==> config.mk <==
export PLATFORM = sky130hd
export DESIGN_NAME = ex_stage_l3
export DESIGN_NICKNAME = d
export VERILOG_FILES = /design/src/rtl/ex_pkg.sv /design/src/rtl/ex_stage_l3_seq_mul_unit.sv /design/src/rtl/ex_stage_l3.sv
export SDC_FILE = /design/constraint.sdc
export NUM_CORES = 1
export LEC_CHECK = 0
export ABC_AREA = 1
export CAP_MARGIN = 40
export CORE_MARGIN = 2
export CORE_UTILIZATION = 52
export DETAILED_ROUTE_END_ITERATION = 16
export GPL_ROUTABILITY_DRIVEN = 0
export PLACE_DENSITY = 0.87
export SYNTH_ARGS = -nofsm -noshare
export SYNTH_HDL_FRONTEND = slang
export SYNTH_SLANG_ARGS = --single-unit
export TNS_END_PERCENT = 5
==> constraint.sdc <==
create_clock -name clk2 -period 7.97 [get_ports clk2]
set_clock_uncertainty 0.2 [all_clocks]
set_input_delay 1.9925 -clock clk2 [delete_from_list [all_inputs] [get_ports clk2]]
set_output_delay 1.9925 -clock clk2 [all_outputs]
set_load 0.01 [all_outputs]
==> src/rtl/ex_pkg.sv <==
// Shared definitions for the execute stage: ALU opcodes, forwarding selects, MUL FSM states.
package ex_pkg;

    localparam int ALUFN_W = 3;
    localparam int FWD_W   = 2;

    localparam logic [ALUFN_W-1:0] ALU_ADD = 3'd0;
    localparam logic [ALUFN_W-1:0] ALU_SUB = 3'd1;
    localparam logic [ALUFN_W-1:0] ALU_AND = 3'd2;
    localparam logic [ALUFN_W-1:0] ALU_OR  = 3'd3;
    localparam logic [ALUFN_W-1:0] ALU_XOR = 3'd4;
    localparam logic [ALUFN_W-1:0] ALU_SLT = 3'd5;
    localparam logic [ALUFN_W-1:0] ALU_SHL = 3'd6;
    localparam logic [ALUFN_W-1:0] ALU_MUL = 3'd7;

    localparam logic [FWD_W-1:0] FWD_REG   = 2'd0;
    localparam logic [FWD_W-1:0] FWD_EXMEM = 2'd1;
    localparam logic [FWD_W-1:0] FWD_MEMWB = 2'd2;

    typedef enum logic {
        MUL_IDLE = 1'b0,
        MUL_BUSY = 1'b1
    } mul_state_e;

endpackage

==> src/rtl/ex_stage_l3_seq_mul_unit.sv <==
// Iterative shift-add multiplier: one partial product per cycle, DATA_W cycles after load.
// done marks the final step; product is that step's accumulator value (low DATA_W bits).
module seq_mul_unit
    import ex_pkg::*;
#(
    parameter int DATA_W = 8
) (
    input  logic              clk2,
    input  logic              rst_n,
    input  logic              start,
    input  logic              abort,
    input  logic [DATA_W-1:0] op_a,
    input  logic [DATA_W-1:0] op_b,
    output logic              busy,
    output logic              done,
    output logic [DATA_W-1:0] product
);

    localparam int CNT_W = (DATA_W > 1) ? $clog2(DATA_W) : 1;
    localparam logic [CNT_W-1:0] LAST = CNT_W'(DATA_W - 1);

    mul_state_e        state;
    logic [DATA_W-1:0] mcand, mplier, acc, acc_next;
    logic [CNT_W-1:0]  cnt;

    assign acc_next = mplier[0] ? acc + mcand : acc;
    assign busy     = (state == MUL_BUSY);
    assign done     = busy && (cnt == LAST);
    assign product  = acc_next;

    always_ff @(posedge clk2) begin
        if (!rst_n) begin
            state  <= MUL_IDLE;
            mcand  <= '0;
            mplier <= '0;
            acc    <= '0;
            cnt    <= '0;
        end else if (abort) begin
            state <= MUL_IDLE;
        end else begin
            case (state)
                MUL_IDLE: begin
                    if (start) begin
                        mcand  <= op_a;
                        mplier <= op_b;
                        acc    <= '0;
                        cnt    <= '0;
                        state  <= MUL_BUSY;
                    end
                end
                MUL_BUSY: begin
                    acc    <= acc_next;
                    mcand  <= mcand << 1;
                    mplier <= mplier >> 1;
                    cnt    <= cnt + 1'b1;
                    if (cnt == LAST) state <= MUL_IDLE;
                end
                default: state <= MUL_IDLE;
            endcase
        end
    end

endmodule

==> src/rtl/ex_stage_l3.sv <==
// Execute stage: operand forwarding, single-cycle ALU and EX/MEM register.
// EX_MUL_EN enables the iterative multiplier for alufn 7; otherwise MUL yields 0 in one cycle.
module ex_stage_l3
    import ex_pkg::*;
#(
    parameter int DATA_W  = 8,
    parameter int RADDR_W = 3
) (
    input  logic               clk2,
    input  logic               rst_n,
    input  logic               in_valid,
    input  logic [DATA_W-1:0]  imm_in,
    input  logic [DATA_W-1:0]  a_in,
    input  logic [DATA_W-1:0]  b_in,
    input  logic [FWD_W-1:0]   fwd_a_sel,
    input  logic [FWD_W-1:0]   fwd_b_sel,
    input  logic [DATA_W-1:0]  exmem_fwd,
    input  logic [DATA_W-1:0]  memwb_fwd,
    input  logic               alusrc_in,
    input  logic [ALUFN_W-1:0] alufn_in,
    input  logic               memwrite_in,
    input  logic               memread_in,
    input  logic               memtoreg_in,
    input  logic               regwrite_in,
    input  logic [RADDR_W-1:0] regwradd_in,
    input  logic               flush,
    output logic               stall_o,
    output logic               out_valid,
    output logic [DATA_W-1:0]  alu_result,
    output logic [DATA_W-1:0]  store_data,
    output logic               zero,
    output logic               memwrite_o,
    output logic               memread_o,
    output logic               memtoreg_o,
    output logic               regwrite_o,
    output logic [RADDR_W-1:0] regwradd_o
);

    logic [DATA_W-1:0] op1, fwd_b, op2, alu_y, res;
    logic              ld_instr;

    function automatic logic [DATA_W-1:0] fwd_mux(input logic [FWD_W-1:0] sel,
                                                  input logic [DATA_W-1:0] r,
                                                  input logic [DATA_W-1:0] ex,
                                                  input logic [DATA_W-1:0] mw);
        case (sel)
            FWD_EXMEM: return ex;
            FWD_MEMWB: return mw;
            default:   return r;
        endcase
    endfunction

    assign op1   = fwd_mux(fwd_a_sel, a_in, exmem_fwd, memwb_fwd);
    assign fwd_b = fwd_mux(fwd_b_sel, b_in, exmem_fwd, memwb_fwd);
    assign op2   = alusrc_in ? imm_in : fwd_b;

    always_comb begin
        alu_y = '0;
        case (alufn_in)
            ALU_ADD: alu_y = op1 + op2;
            ALU_SUB: alu_y = op1 - op2;
            ALU_AND: alu_y = op1 & op2;
            ALU_OR:  alu_y = op1 | op2;
            ALU_XOR: alu_y = op1 ^ op2;
            ALU_SLT: alu_y = {{(DATA_W-1){1'b0}}, ($signed(op1) < $signed(op2))};
            ALU_SHL: alu_y = op1 << op2[2:0];
            default: alu_y = '0;
        endcase
    end

`ifdef EX_MUL_EN
    logic              is_mul, mul_start, mul_busy, mul_done;
    logic [DATA_W-1:0] mul_prod;

    assign is_mul    = in_valid && (alufn_in == ALU_MUL);
    assign mul_start = is_mul && !mul_busy && !flush;

    seq_mul_unit #(.DATA_W(DATA_W)) u_mul (
        .clk2    (clk2),
        .rst_n   (rst_n),
        .start   (mul_start),
        .abort   (flush),
        .op_a    (op1),
        .op_b    (op2),
        .busy    (mul_busy),
        .done    (mul_done),
        .product (mul_prod)
    );

    // Release the stall on the final step so upstream advances on the completion edge.
    assign stall_o = rst_n && !flush && (mul_start || (mul_busy && !mul_done));

    always_comb begin
        ld_instr = in_valid;
        res      = alu_y;
        if (mul_busy) begin
            ld_instr = mul_done;
            res      = mul_prod;
        end else if (is_mul) begin
            ld_instr = 1'b0;
        end
    end
`else
    assign stall_o = 1'b0;

    always_comb begin
        ld_instr = in_valid;
        res      = alu_y;
    end
`endif

    always_ff @(posedge clk2) begin
        if (!rst_n) begin
            out_valid  <= 1'b0;
            alu_result <= '0;
            store_data <= '0;
            zero       <= 1'b0;
            memwrite_o <= 1'b0;
            memread_o  <= 1'b0;
            memtoreg_o <= 1'b0;
            regwrite_o <= 1'b0;
            regwradd_o <= '0;
        end else if (flush || !ld_instr) begin
            // Bubble: kill side effects, leave data fields as they were.
            out_valid  <= 1'b0;
            memwrite_o <= 1'b0;
            memread_o  <= 1'b0;
            memtoreg_o <= 1'b0;
            regwrite_o <= 1'b0;
        end else begin
            out_valid  <= 1'b1;
            alu_result <= res;
            store_data <= fwd_b;
            zero       <= (res == '0);
            memwrite_o <= memwrite_in;
            memread_o  <= memread_in;
            memtoreg_o <= memtoreg_in;
            regwrite_o <= regwrite_in;
            regwradd_o <= regwradd_in;
        end
    end

endmodule

==> results.tsv <==
stage	metric	value	unit
global_route	vias in the first global route	3156	
routing	remaining antenna violation count after routing	0	
die	chip width	77.4	um
pwr	Power Dens Cells	129	mW/mm^2
sta	Slew @ Worst Pin	888	ps
setup_path	critical path fanouts, max	9	
yosys	Synth warnings	0	
final_layout	Ant. Diodes	0	
final_layout	Layout area overhead	32.3	%
cts	Post-CTS Resized	0	
cts	Clock transition at path regs	80	ps
routing	DR top layer	met4	
routing	total wire length	8540	um
global_route	GRT Overall Usage	28.9	%
routing	wire per inst	14.1	um
final_layout	most frequent cells in the layout	nand2_1, clkdlybuf4s50_1, nand3_1	
cts	clock sinks	25	
setup_path	WP data required	7970	ps
yosys	Adder-Cell Fraction of Synth Area	13.9	%
yosys	largest family of logic cells by synthesized area	simple AND/OR/NAND/NOR gates	
yosys	Simple-Gate Fraction of Synth Area	40.1	%
routing	Met3 Routed Length	653	um
sta	max-slew violations	0	
yosys	syn_nets	549	
routing	Vias	3322	
global_route	largest net degree at the start of global routing	21	
placed_design	Port Buffers	83	
yosys	number of flops mapped to enable cells by yosys	0	
cts	clock buffer depth	2	
pwr	VDD IR max	0.0781	mV
routing	DR vias/cell	5.49	
routing	Pre-antenna DRT Iters	5	
yosys	ys flop type	dfxtp_1	
pwr	switching portion of total power	41.8	%
yosys	Post-Syn Instances	460	
yosys	FF+latch count, synth	25	
die	chip height	77.4	um
setup_path	Startpoint Class	input port	
yosys	xor/xnor share of the synthesized area	0.313	%
routing	Met2 Wirelength	4100	um
setup_path	Arrival @ worst endpoint	5350	ps
cts	CTS Buf Count	3	
cts	worst skew pair latency	260	ps
sta	Peak Freq	187	MHz
sta	RSZ-0062 raised after global routing	no	
pwr	sequential power share	28.5	%
final_layout	most common cell after layout, fill and taps aside	nand2_1	
yosys	Synth area leader	dfxtp_1	
cts	CTS hold repair buffers	0	
die	I/O Pins	85	
yosys	Post-Syn Area	0.00280	mm^2
final_layout	# fillers	457	
run_status	status	completed	
pwr	switching power	200	uW
pwr	P_leak	1.80	nW
final_layout	fraction of layout instances using a drive strength above 1	5.42	%
routing	Met1 Wirelength	3550	um
sta	final worst-path cycle share	67.2	%
cts	postcts setup bufs	0	
sta	Slew headroom	40.3	%
setup_path	CP endpoint kind	flip-flop	
global_route	global-route wire length before repair	14200	um
placed_design	DP HPWL	7120	um
yosys	synth top area cells	dfxtp_1, nand2_1, ha_1, nand3_1, inv_1	
yosys	Yosys cell types	36	
yosys	Mean Syn Cell Area	6.09	um^2
worst_hold_path	min-delay worst type	reg2reg	
sta	Setup violations, final	0	
die	Rows	26	
placed_design	pre-CTS setup slack	2410	ps
routing	number of DRC markers in iteration 0	385	
sta	min Tclk post-route	5360	ps
final_layout	net total in the final layout	625	
sta	Min Hold Slack	304	ps
global_route	remaining global-route overflow	0	
die	Starting Density	54.5	%
yosys	Synth Area in Compound Gates	15.9	%
yosys	Async SR Flop Fraction	0	%
sta	Fin. Hold Viols	0	
yosys	share of the synthesized area in the top cell type	17.9	%
pwr	Pint	278	uW
global_route	initial antenna violation count	0	
yosys	register area share after synthesis	17.9	%
cts	CTS tree	built	
die	DIE AREA	0.00599	mm^2
yosys	mux contribution to synthesized area	0	%
pwr	Comb pwr share	56.3	%
flow_run	Max-Cap Viols	0	
cts	H-Tree Depth	1	
cts	Root Driver	clkbuf_8	
die	core area	0.00514	mm^2
setup_path	Crit Path Category	in2reg	
sta	final setup margin	2610	ps
routing	DRC	0	
pwr	Clk pwr share	15.2	%
sta	setup TNS	0	ps
## kinds of logic after synthesis
family,count (synthesis)
other,1
adder cells (fa/ha/maj),30
buffers and inverters,79
XOR/XNOR,1
flip-flops,25
AND/OR/NAND/NOR,248
AO/OA/AOI/OAI,76
## power groups by stage
stage,Clock (mW),Sequential [mW],Combinational [mW]
2_1_floorplan,0,0.143,0.171
3_3_place_gp,0,0.139,0.256
3_5_place_dp,0,0.139,0.263
4_1_cts,0.0732,0.136,0.264
5_1_grt,0.0799,0.137,0.300
6_report,0.0727,0.136,0.269
## final timing paths
path                               startpoint       endpoint  slack (ps)  cells past startpoint
worst max-delay path             fwd_b_sel[0]           zero        2610                     20
worst min register to register           zero           zero         300                      2
worst min-delay path                     zero           zero         300                      2
worst max register to register  store_data[2]  store_data[2]        7070                      2
## critical path, cell delays in order
cell,delay [ps]
clkdlybuf4s50_1,480
inv_1,50
ha_1,480
a221o_1,160
o21ai_0,110
o21ai_0,370
ha_1,380
inv_1,150
nand2_1,80
nor3_1,150
nor2_1,90
inv_1,60
nand2_1,70
nand3_1,70
nand2_1,50
nor2_1,180
nand3_1,100
nor2_1,90
nand3_1,100
a21oi_2,130
## state kept, by name, indices dropped and copies added (netlist names)
| register | cells |
|---|---|
| alu_result | 8 |
| store_data | 8 |
| regwradd_o | 3 |
| memread_o | 1 |
| memtoreg_o | 1 |
| memwrite_o | 1 |
| out_valid | 1 |
| regwrite_o | 1 |
| zero | 1 |
## per-layer routing
layer  up-vias  GRT usage [%]
met2       185           51.4
met5         -              0
met3        20           4.30
met4         0           7.50
li1       1645              -
met1      1472           36.4
## cells in the mapped netlist, types with 5 or more instances
cell,n
or2_1,8
ha_1,28
o22ai_1,6
nand3_1,63
a21oi_1,19
o21ai_0,31
dfxtp_1,25
nand2_1,112
inv_2,5
nand2_2,5
nor3_1,6
nor2_1,42
inv_1,60
## cell type report
type | count | area, um^2 | area share, %
Clock buffer | 4 | 45.0 | 1.22
Inverter | 66 | 253 | 6.82
Multi-Input combinational cell | 356 | 1970 | 53.3
Sequential cell | 25 | 500 | 13.5
Tap cell | 70 | 87.6 | 2.36
Timing Repair Buffer | 84 | 846 | 22.8
## per-stage QoR
| step | utilization, % | cells | power, mW | cell area [um^2] |
|---|---|---|---|---|
| floorplan | - | 460 | 0.313 | 2800 |
| global placement | 70.9 | 600 | 0.394 | 3650 |
| detailed placement | 71.2 | 601 | 0.402 | 3660 |
| CTS | 72.1 | 605 | 0.473 | 3710 |
| global route | 72.1 | 605 | 0.518 | 3710 |
| finish | 72.1 | 605 | 0.478 | 3710 |
No activity file was read; power rests on OpenSTA's default activity.
